===== src/rtl/pingpong_rd_pkg.sv =====
// Shared types and constants for the ping-pong read-side arbiter.
// Optional dout_last support is enabled with PINGPONG_RD_LAST_EN.
package pingpong_rd_pkg;

    typedef enum logic [1:0] {
        IDLE    = 2'd0,
        BURST_A = 2'd1,
        BURST_B = 2'd2
    } rd_state_t;

    localparam logic SRC_A = 1'b0;
    localparam logic SRC_B = 1'b1;

    localparam int unsigned OBUF_DEPTH = 2;
    localparam int unsigned OCC_W      = $clog2(OBUF_DEPTH + 1);

    // True when a strobe issued now can still land in the output buffer
    function automatic logic credit_avail(
        input logic [OCC_W-1:0] occ,
        input logic             inflight,
        input logic             pop
    );
        logic [OCC_W:0] sum;
        sum = {1'b0, occ} + (OCC_W+1)'(inflight) - (OCC_W+1)'(pop);
        return sum < (OCC_W+1)'(OBUF_DEPTH);
    endfunction

endpackage


===== src/rtl/rd_out_skid.sv =====
// Two-entry in-order output buffer; head entry drives the registered output stream.
// Carries a per-word last flag when PINGPONG_RD_LAST_EN is defined.
module rd_out_skid
    import pingpong_rd_pkg::*;
#(
    parameter int unsigned DATA_SIZE = 16
) (
    input  logic                 rd_clk,
    input  logic                 rst_n,
    input  logic                 push,
    input  logic [DATA_SIZE-1:0] push_data,
    input  logic                 push_src,
`ifdef PINGPONG_RD_LAST_EN
    input  logic                 push_last,
    output logic                 dout_last,
`endif
    input  logic                 pop,
    output logic [OCC_W-1:0]     occ,
    output logic [DATA_SIZE-1:0] dout,
    output logic                 dout_valid,
    output logic                 dout_src
);

    logic [DATA_SIZE-1:0] tail_data, tail_data_nxt, head_data_nxt;
    logic                 tail_src, tail_src_nxt, head_src_nxt;
    logic                 tail_valid, tail_valid_nxt, head_valid_nxt;
    logic                 pop_eff;
`ifdef PINGPONG_RD_LAST_EN
    logic                 tail_last, tail_last_nxt, head_last_nxt;
`endif

    assign pop_eff = pop && dout_valid;
    assign occ     = OCC_W'(dout_valid) + OCC_W'(tail_valid);

    // Pop shifts tail into head first, then a push fills the first free slot
    always_comb begin
        head_data_nxt  = dout;
        head_src_nxt   = dout_src;
        head_valid_nxt = dout_valid;
        tail_data_nxt  = tail_data;
        tail_src_nxt   = tail_src;
        tail_valid_nxt = tail_valid;
`ifdef PINGPONG_RD_LAST_EN
        head_last_nxt  = dout_last;
        tail_last_nxt  = tail_last;
`endif
        if (pop_eff) begin
            head_data_nxt  = tail_data;
            head_src_nxt   = tail_src;
            head_valid_nxt = tail_valid;
            tail_valid_nxt = 1'b0;
`ifdef PINGPONG_RD_LAST_EN
            head_last_nxt  = tail_last;
`endif
        end
        if (push) begin
            if (!head_valid_nxt) begin
                head_data_nxt  = push_data;
                head_src_nxt   = push_src;
                head_valid_nxt = 1'b1;
`ifdef PINGPONG_RD_LAST_EN
                head_last_nxt  = push_last;
`endif
            end else if (!tail_valid_nxt) begin
                tail_data_nxt  = push_data;
                tail_src_nxt   = push_src;
                tail_valid_nxt = 1'b1;
`ifdef PINGPONG_RD_LAST_EN
                tail_last_nxt  = push_last;
`endif
            end
        end
    end

    always_ff @(posedge rd_clk or negedge rst_n) begin
        if (!rst_n) begin
            dout       <= '0;
            dout_src   <= 1'b0;
            dout_valid <= 1'b0;
            tail_data  <= '0;
            tail_src   <= 1'b0;
            tail_valid <= 1'b0;
`ifdef PINGPONG_RD_LAST_EN
            dout_last  <= 1'b0;
            tail_last  <= 1'b0;
`endif
        end else begin
            dout       <= head_data_nxt;
            dout_src   <= head_src_nxt;
            dout_valid <= head_valid_nxt;
            tail_data  <= tail_data_nxt;
            tail_src   <= tail_src_nxt;
            tail_valid <= tail_valid_nxt;
`ifdef PINGPONG_RD_LAST_EN
            dout_last  <= head_last_nxt;
            tail_last  <= tail_last_nxt;
`endif
        end
    end

endmodule


===== src/rtl/pingpong_rd_arb.sv =====
// Read-domain burst arbiter draining two async FIFOs into one valid/ready stream.
// Define PINGPONG_RD_LAST_EN to add the dout_last end-of-burst marker.
module pingpong_rd_arb
    import pingpong_rd_pkg::*;
#(
    parameter int unsigned DATA_SIZE  = 16,
    parameter int unsigned DEPTH_SIZE = 10,
    parameter int unsigned BURST_LEN  = 256
) (
    input  logic                  rd_clk,
    input  logic                  rst_n,
    input  logic                  a_empty,
    input  logic [DEPTH_SIZE:0]   a_rd_data_count,
    input  logic [DATA_SIZE-1:0]  a_rd_data,
    output logic                  a_rd_en,
    input  logic                  b_empty,
    input  logic [DEPTH_SIZE:0]   b_rd_data_count,
    input  logic [DATA_SIZE-1:0]  b_rd_data,
    output logic                  b_rd_en,
    output logic [DATA_SIZE-1:0]  dout,
    output logic                  dout_valid,
    input  logic                  dout_ready,
    output logic                  dout_src,
`ifdef PINGPONG_RD_LAST_EN
    output logic                  dout_last,
`endif
    output logic                  busy
);

    localparam int unsigned CNT_W   = DEPTH_SIZE + 1;
    localparam int unsigned ISSUE_W = $clog2(BURST_LEN + 1);
    localparam logic [CNT_W-1:0]   BURST_THR = CNT_W'(BURST_LEN);
    localparam logic [ISSUE_W-1:0] LAST_IDX  = ISSUE_W'(BURST_LEN - 1);

    rd_state_t            state, state_nxt;
    logic                 prio, prio_nxt;
    logic [ISSUE_W-1:0]   issue_cnt, issue_nxt;
    logic                 inflight, inflight_src;
    logic [OCC_W-1:0]     occ, occ_nxt;
    logic [DATA_SIZE-1:0] push_data;
    logic                 pop, credit_ok_c, a_elig_c, b_elig_c, busy_nxt;
`ifdef PINGPONG_RD_LAST_EN
    logic                 inflight_last, strobe_last_c;
`endif

    assign pop         = dout_valid && dout_ready;
    assign credit_ok_c = credit_avail(occ, inflight, pop);
    assign a_elig_c    = a_rd_data_count >= BURST_THR;
    assign b_elig_c    = b_rd_data_count >= BURST_THR;

    // Burst sequencing; strobes are gated by empty and output-buffer credit
    always_comb begin
        state_nxt = state;
        prio_nxt  = prio;
        issue_nxt = issue_cnt;
        a_rd_en   = 1'b0;
        b_rd_en   = 1'b0;
        case (state)
            IDLE: begin
                issue_nxt = '0;
                if (prio == SRC_A) begin
                    if (a_elig_c)      state_nxt = BURST_A;
                    else if (b_elig_c) state_nxt = BURST_B;
                end else begin
                    if (b_elig_c)      state_nxt = BURST_B;
                    else if (a_elig_c) state_nxt = BURST_A;
                end
            end
            BURST_A: begin
                if (!a_empty && credit_ok_c) begin
                    a_rd_en   = 1'b1;
                    issue_nxt = issue_cnt + ISSUE_W'(1);
                    if (issue_cnt == LAST_IDX) begin
                        state_nxt = IDLE;
                        prio_nxt  = ~prio;
                    end
                end
            end
            BURST_B: begin
                if (!b_empty && credit_ok_c) begin
                    b_rd_en   = 1'b1;
                    issue_nxt = issue_cnt + ISSUE_W'(1);
                    if (issue_cnt == LAST_IDX) begin
                        state_nxt = IDLE;
                        prio_nxt  = ~prio;
                    end
                end
            end
            default: state_nxt = IDLE;
        endcase
    end

    assign occ_nxt  = occ + OCC_W'(inflight) - OCC_W'(pop);
    assign busy_nxt = (state_nxt != IDLE) || a_rd_en || b_rd_en || (occ_nxt != '0);

`ifdef PINGPONG_RD_LAST_EN
    assign strobe_last_c = (a_rd_en || b_rd_en) && (issue_cnt == LAST_IDX);
`endif

    always_ff @(posedge rd_clk or negedge rst_n) begin
        if (!rst_n) begin
            state        <= IDLE;
            prio         <= SRC_A;
            issue_cnt    <= '0;
            inflight     <= 1'b0;
            inflight_src <= SRC_A;
            busy         <= 1'b0;
`ifdef PINGPONG_RD_LAST_EN
            inflight_last <= 1'b0;
`endif
        end else begin
            state        <= state_nxt;
            prio         <= prio_nxt;
            issue_cnt    <= issue_nxt;
            inflight     <= a_rd_en || b_rd_en;
            inflight_src <= b_rd_en ? SRC_B : SRC_A;
            busy         <= busy_nxt;
`ifdef PINGPONG_RD_LAST_EN
            inflight_last <= strobe_last_c;
`endif
        end
    end

    // RAM output is valid the cycle after the strobe
    assign push_data = (inflight_src == SRC_B) ? b_rd_data : a_rd_data;

    rd_out_skid #(
        .DATA_SIZE(DATA_SIZE)
    ) u_skid (
        .rd_clk    (rd_clk),
        .rst_n     (rst_n),
        .push      (inflight),
        .push_data (push_data),
        .push_src  (inflight_src),
`ifdef PINGPONG_RD_LAST_EN
        .push_last (inflight_last),
        .dout_last (dout_last),
`endif
        .pop       (pop),
        .occ       (occ),
        .dout      (dout),
        .dout_valid(dout_valid),
        .dout_src  (dout_src)
    );

endmodule


===== config.mk =====
export PLATFORM = sky130hd
export DESIGN_NAME = pingpong_rd_arb
export DESIGN_NICKNAME = d
export VERILOG_FILES = /design/src/rtl/pingpong_rd_pkg.sv /design/src/rtl/rd_out_skid.sv /design/src/rtl/pingpong_rd_arb.sv
export SDC_FILE = /design/constraint.sdc
export NUM_CORES = 1
export LEC_CHECK = 0
export CORE_UTILIZATION = 41
export CTS_CLUSTER_DIAMETER = 30
export DETAILED_ROUTE_END_ITERATION = 10
export GPL_ROUTABILITY_DRIVEN = 0
export GPL_TIMING_DRIVEN = 1
export PLACE_DENSITY = 0.76
export REMOVE_ABC_BUFFERS = 1
export SYNTH_ARGS = -nofsm -noshare
export SYNTH_HDL_FRONTEND = slang
export SYNTH_SLANG_ARGS = --single-unit

===== constraint.sdc =====
create_clock -name rd_clk -period 2.7 [get_ports rd_clk]
set_input_delay 0.54 -clock rd_clk [delete_from_list [all_inputs] [get_ports rd_clk]]
set_output_delay 0.54 -clock rd_clk [all_outputs]
set_load 0.1 [all_outputs]

# After elaboration in Yosys (flattened, before gate mapping)
# Cells that the tools add are included.
# W data, S select, Z words.
# op_classes
addsub,6
n_lt_le_gt_ge,3
eq_ne,5
mux,33
bitwise,2
n_reduce_logical,18
# op_table
op,count
$mux W16,4
$pmux W9 S3,1
$ge A11 B9 Y1 const B,2
$mux W9,2
$mux W1,16
$mux W2,8
$add A9 B1 Y9 const B,1
$eq A9 B8 Y1 const B,1
$reduce_and A3 Y1,3
$pmux W2 S3,1
$reduce_bool A2 Y1,3
$logic_and A1 B1 Y1,4
$logic_or A1 B1 Y1,4
$ne A2 B2 Y1 const B,2
$add A2 B1 Y3,1
$lt A3 B2 Y1 const B,1
$reduce_bool A3 Y1,1
$sub A3 B1 Y3,1
$add A1 B1 Y2,1
$add A2 B1 Y2,1
$eq A2 B1 Y1 const B,1
$eq A2 B2 Y1 const B,1
$logic_not A1 Y1,2
$logic_not A2 Y1,1
other kinds (3),4
# word_totals
register_bits,51
out_inout_bits,21

# Depth between registers and ports, before layout
# logic_depth
ltp_word,11
ltp_mapped,11
mapped_depth_nobuf,9

# Cells and area by module
# A second synthesis with hierarchy kept.
# hier_totals
cells_unflattened,230
area_unflattened_um2,2831.5
# by_module_without_submodules
mod,instances,cells_per_inst,area_per_inst_um2
rd_out_skid,1,103,1592.8
pingpong_rd_arb,1,127,1238.7

# Least setup slack after synthesis
# OpenSTA, ideal clock, no wires.
# synth_timing
kind,register to output
start,register u_skid.dout_valid
end,output port b_rd_en
arrival_ns,3.847
setup_slack_ns,-1.687
path_stages_with_launch,10
path_cell_list,dfrtp_1 nand2_1 clkbuf_1 inv_1 ha_1 inv_1 ha_1 xor3_1 buf_6 nor2_1
# synth_via
elab_chain_len,7
# synth_rtl
item,line,source
"start, declared",rd_out_skid.sv:20,"output logic dout_valid,"
"start signal, assigned",rd_out_skid.sv:90,dout_valid <= head_valid_nxt;
$add A1 B1 Y2,rd_out_skid.sv:33,assign occ = OCC_W'(dout_valid) + OCC_W'(tail_valid);
$add A2 B1 Y3,pingpong_rd_pkg.sv:24,"sum = {1'b0, occ} + (OCC_W+1)'(inflight) - (OCC_W+1)'(pop);"
$sub A3 B1 Y3 (*),pingpong_rd_pkg.sv:24,
$lt A3 B2 Y1 (*),pingpong_rd_pkg.sv:25,return sum < (OCC_W+1)'(OBUF_DEPTH);
$logic_and A1 B1 Y1 (*),pingpong_rd_arb.sv:80,if (!b_empty && credit_ok_c) begin
$mux W1 (*),pingpong_rd_arb.sv:80,
$mux W1 (*),pingpong_rd_arb.sv:58,case (state)
"end, declared",pingpong_rd_arb.sv:19,"output logic b_rd_en,"
# Mark *: on every way between the ends. The rest lies on a longest branch, timed or not.

# Worst setup path after layout
# layout_timing
start,register u_skid.tail_valid
end,output port b_rd_en
# layout_via
elab_chain_len,7
# layout_rtl
item,line,source
"start, declared",rd_out_skid.sv:26,"logic tail_valid, tail_valid_nxt, head_valid_nxt;"
"start signal, assigned",rd_out_skid.sv:93,tail_valid <= tail_valid_nxt;
$add A1 B1 Y2,rd_out_skid.sv:33,
$add A2 B1 Y3,pingpong_rd_pkg.sv:24,
$sub A3 B1 Y3,pingpong_rd_pkg.sv:24,
$lt A3 B2 Y1,pingpong_rd_pkg.sv:25,
$logic_and A1 B1 Y1,pingpong_rd_arb.sv:80,
$mux W1,pingpong_rd_arb.sv:80,
$mux W1,pingpong_rd_arb.sv:58,
# No other way between the ends.

==> results.txt <==
Clock Path Buffers -> 2
HPWL Detailed -> 4.02 mm
Root buf cell -> clkbuf_8
Final Hold Vio Count -> 0
CP endpoint kind -> primary output
Final setup viols -> 3
Clock Skew -> 0.00722 ns
Worst setup margin -> -0.0462 ns
Max IR drop VDD -> 878 uV
Setup TNS -> -0.0800 ns
Startpoint Class -> flop
Seq cells post-synth -> 51
Mapped cell area -> 0.00264 sq mm
Arrival time at the worst endpoint -> 2.21 ns
Fin crit period -> 2.75 ns
Worst-Margin Slew -> 0.953 ns
Pwr/cell area -> 1300 mW/mm^2
Leak Pwr -> 1.64 nW
Leading cell type in the layout, fill and taps excluded -> dfrtp_1
Max Cap Viol -> 0
Crit-path max FO -> 2
Die Y -> 82.2 microns
Cell variety after synth -> 39
Row cnt -> 28
Syn-to-layout area delta -> 39.6%
Final period util -> 1.02
GR Util All Layers -> 0.189
Fraction of synthesis flops using an asynchronous set or reset pin -> 1.00
Post-DRT Antenna Nets -> 0
HP Class -> in2async
Dpl cell area -> 0.00341 sq mm
Gr ovfl total -> 0
Nets -> 413
Min Hold Slack -> 0.332 ns
Initial antenna violation count -> 0
Critical Path Start -> u_skid.tail_valid
GR peak layer -> met2
Antenna fix cells -> 0
Ys flop type -> dfrtp_1
Via density -> 5.24
Post-route cell area -> 0.00368 sq mm
Synth Instances -> 258
Clock-pin slew on the worst setup and hold paths -> 0.10 ns
Failing checks -> negative setup slack
Max frequency -> 0.364 GHz
Synth warn -> 0
H-tree depth -> 2
Largest net degree at the start of global routing -> 52
I/O Buffers -> 63
RR Startpoint -> u_skid.tail_valid
Sequential area share after synthesis -> 0.484
Critical path required time -> 2.16 ns
Relative slew slack -> 0.365
Core ar. -> 0.00606 sq mm
Global Route met1 Usage -> 0.214
Clock sinks -> 51
Synthesized area per cell -> 10.2 sq um
Number of flops mapped to enable cells by yosys -> 0
Vias in the first global route -> 2237
Cts bufs inserted -> 5
Commonest non-fill, non-tap cells in the layout -> dfrtp_1 (51), buf_4 (45), clkdlybuf4s50_1 (40), nand2_1 (23), nor2_1 (21)
First-pass GRT wire length -> 9.66 mm
DRC Markers -> 0
WL final -> 5.79 mm
Slew Limit Fails -> 0
Crit path kind -> reg2out
Clk_lat worst skew -> 0.31 ns
Die ar. -> 0.00675 sq mm
WL per Instance -> 13.7 microns
TritonCTS clock tree -> done
RSZ-0062 raised after global routing -> true
Die extent in x -> 82.2 microns
Met3 Use GR -> 0.0374
Layout cell share with drive strength beyond 1 -> 0.254
Vias -> 2204
Ports -> 80
Initial drt markers -> 60
GR Util met2 -> 0.349
Drt pass-1 iters -> 4
Status -> complete, but fails checks
Initial core utilization -> 0.435
-- what timing repair did --
item | in CTS | in global routing
resized for setup | 9 | 6
endpoints found under the hold margin | 0 | 0
pin swaps | 6 | 2
hold buffers | 0 | 0
setup buffers | 14 | 1
setup endpoints to repair | 2 | 30
-- layer usage --
layer | part of all wire | vias to the layer above
met4 | 0.012 | 0
li1 | - | 1098
met2 | 0.48 | 75
met1 | 0.43 | 1023
met5 | 0 | -
met3 | 0.075 | 8
-- path summary, 6_finish.rpt --
| path | end | slack (ns) | depth (start not counted) |
|---|---|---|---|
| max | b_rd_en | -0.05 | 9 |
| min | u_skid.dout[0] | 0.33 | 2 |
| max reg2reg | busy | -0.01 | 10 |
| min reg2reg | prio | 0.51 | 1 |
| max in group asynchronous | issue_cnt[7] | 1.94 | 2 |
| min in group rd_clk | prio | 0.51 | 1 |
-- synth_stat cells, types with 3 or more instances --
| cell | number | area [sq um] |
|---|---|---|
| nand2_1 | 23 | 86.3 |
| o41ai_1 | 4 | 35.0 |
| nor2b_1 | 4 | 25.0 |
| a21oi_1 | 20 | 100 |
| mux2i_1 | 20 | 200 |
| dfrtp_1 | 51 | 1280 |
| inv_1 | 13 | 48.8 |
| nand2b_1 | 4 | 25.0 |
| o21ai_0 | 22 | 110 |
| nand3_1 | 4 | 20.0 |
| ha_1 | 9 | 113 |
| o31ai_1 | 4 | 30.0 |
| clkbuf_1 | 8 | 30.0 |
| mux2_2 | 17 | 191 |
| nand4_1 | 3 | 18.8 |
| nor3_1 | 3 | 15.0 |
| nor2_1 | 23 | 86.3 |
-- logic make-up after synthesis --
kind of cell | Yosys count | share of synthesized area
and+or+nand+nor | 71 | 0.123
xor gates and xnor gates | 2 | 0.0123
DFF | 51 | 0.484
buffers and inverters | 24 | 0.0375
AOI/OAI and AO/OA | 64 | 0.152
muxes | 37 | 0.149
adders and majority gates | 9 | 0.0427
-- worst max-delay path: stages (launching register included) --
cell,delay [ns]
dfrtp_1,0.41
ha_1,0.28
inv_1,0.03
ha_1,0.25
inv_1,0.06
ha_2,0.16
xor3_1,0.26
buf_6,0.15
nor2_4,0.11
buf_12,0.18
-- through the flow --
| stage | power [mW] | utilization | setup slack, ns | cells |
|---|---|---|---|---|
| after floorplan | 3.34 | - | -1.63 | 247 |
| after global placement | 4.04 | 0.563 | -0.291 | 400 |
| after detailed placement | 4.11 | 0.563 | -0.307 | 400 |
| after CTS | 4.79 | 0.604 | -0.133 | 422 |
| after global routing | 5.10 | 0.607 | -0.122 | 421 |
| final | 4.78 | 0.607 | -0.0462 | 421 |
-- final cells by class --
class	count	area, sq um
Fill cell	530	2380
Multi-Input combinational cell	183	1320
Sequential cell	51	1280
Timing Repair Buffer	91	823
Tap cell	75	93.8
Clock buffer	5	68.8
Inverter	13	48.8
Clock inverter	3	47.5
-- where the power goes --
group	switching, mW	internal [mW]
clock network	0.271	0.281
logic	1.90	1.02
registers	0.229	1.08
-- registers in the layout (all words and copies together), names as in the netlist --
name               flops
busy                   1
inflight               1
inflight_src           1
issue_cnt              9
prio                   1
state                  2
u_skid.dout           16
u_skid.dout_src        1
u_skid.dout_valid      1
u_skid.tail_data      16
u_skid.tail_src        1
u_skid.tail_valid      1
No activity file was read; power rests on OpenSTA's default activity.
==> edit, RTL diff (same flow settings) <==
Encoding of `rd_state_t`: now one-hot (3 bits for 3 states).
--- a/src/rtl/pingpong_rd_pkg.sv
+++ b/src/rtl/pingpong_rd_pkg.sv
@@ -3,8 +3,8 @@
 package pingpong_rd_pkg;
 
-    typedef enum logic [1:0] {
-        IDLE    = 2'd0,
-        BURST_A = 2'd1,
-        BURST_B = 2'd2
+    typedef enum logic [2:0] {
+        IDLE    = 3'b001,
+        BURST_A = 3'b010,
+        BURST_B = 3'b100
     } rd_state_t;
 
Check against the original RTL: no difference found for any inputs over 10 cycles, from zero or initial values and one cycle with rst_n low; not proved beyond that.
==> edit against the unedited design <==
- the flow still finishes with violations (negative setup slack)
- routed wire length shrank 10%
- non-clock buffer count fell by 14
- critical path depth unchanged
- area after synthesis shrank 4.6%
- count of clock-buffer cells in the layout up 1
- setup slack improved by 0.010 ns
- core utilization down 2.9 points
- sequential cell count is 1 higher
- total power shrank 17%
- cell area fell by 6.9%
- largest power group unchanged
==> edit: results (changes against the unedited design) <==
Routing
The met3 layer wire length in the routed design was 297 µm (-31%). The DRC violation total after the first TritonRoute iteration is 109 (+82%). The routed length on met1 is 2.13 mm (-14%). The per-cell via count in the routed design came to 5.21 (-0.52%). The post-detailed-routing wire length is 5.20 mm (-10%).

Finish
The total of plain and repair buffers excluding clock buffers is 77 (-15%). The proportion of cell area occupied by multi-input gates came to 0.343 (-0.0160). The share of post-route cells with drive strength above 1 is 0.226 (-0.0286). The count of placed standard cells in the final layout, fillers left out came to 394 (-6.4%). The clock buffer instance count of the final layout is 6 (+1).

The number of fillers in the final layout is 523 (-1.3%). The footprint of the flip-flops and latches came to 1300 µm² (+2.1%). The non-clock inverter total of the final layout came to 7 (-6). The clock tree cell share of total cell area is 0.0355 (+0.00382).

Global route
The largest net degree at the start of global routing is 53 (+1.9%). The met3 routing resource usage after global routing is 0.0398 (+0.00241). The via count of the first global-routing pass is 2047 (-8.5%). The met2 usage is 0.330 (-0.0188).

The global routing usage summed across all routing layers is 0.169 (-0.0201). The first-pass GRT wire length came to 8.38 mm (-13%).

Placed design
The half-perimeter wire length after detailed placement came to 3.69 mm (-8.2%). The total instance count after detailed placement is 382 (-4.5%). The total cell area at the placement stage was 3250 µm² (-4.8%). The worst setup timing slack at the placement stage is -0.212 ns (+0.0947 ns).

Run status
The checks that failed: negative setup slack. The flow ran to the end, but the final reports show violations.

Power and ir drop
The power density over the cells was 1160 nW/µm² (-11%). The power drawn by the combinational cells is 0.00216 W (-26%). The share of power burned in the clock network is 0.141 (+0.026). The switching power summed over all nets is 0.00195 W (-19%).

STA
The clock skew is 0.00642 ns (-0.000797 ns). The final-layout setup total negative slack is -0.0518 ns (+0.0282 ns). The total of endpoints with negative setup slack in the final report was 2 (-1). The actual slew at the worst max-slew pin is 1.11 ns (+0.159 ns). The final-layout worst hold slack is 0.334 ns (+0.00224 ns). The slack of the critical path came to -0.0358 ns (+0.0103 ns).

Critical path
The end point of the critical path is a_rd_en. The end of the worst register-to-register path is issue_cnt[5].

Synth
The number of instances in the synthesized netlist is 245 (-5.0%).

Die
The area of the core is 5920 µm² (-2.3%).
==> edit: changes by cell type after synthesis, sizes merged, moves of 2 or more <==
| cell | delta |
|---|---|
| ha | -4 |
| nand4 | -2 |
| nand2 | +5 |
| nand2b | -3 |
| a21oi | +4 |
| mux2i | -2 |
| a41o | -2 |
| or3b | +3 |
| inv | -6 |
| nor3b | +3 |
| o21a | -2 |
| o41ai | -5 |
| a221oi | -2 |
==> edit: logic make-up (layout without fill, tap and decap cells) <==
| kind of cell | count (synthesis) | count (layout) | synth area share |
|---|---|---|---|
| AO/OA/AOI/OAI | 56 | 56 | 0.121 |
| XOR/XNOR | 3 | 3 | 0.0219 |
| adder cells (fa/ha/maj) | 5 | 5 | 0.0249 |
| buffers and inverters | 18 | 92 | 0.0274 |
| flip-flops | 52 | 52 | 0.518 |
| multiplexers | 35 | 35 | 0.148 |
| AND/OR/NAND/NOR | 76 | 76 | 0.139 |
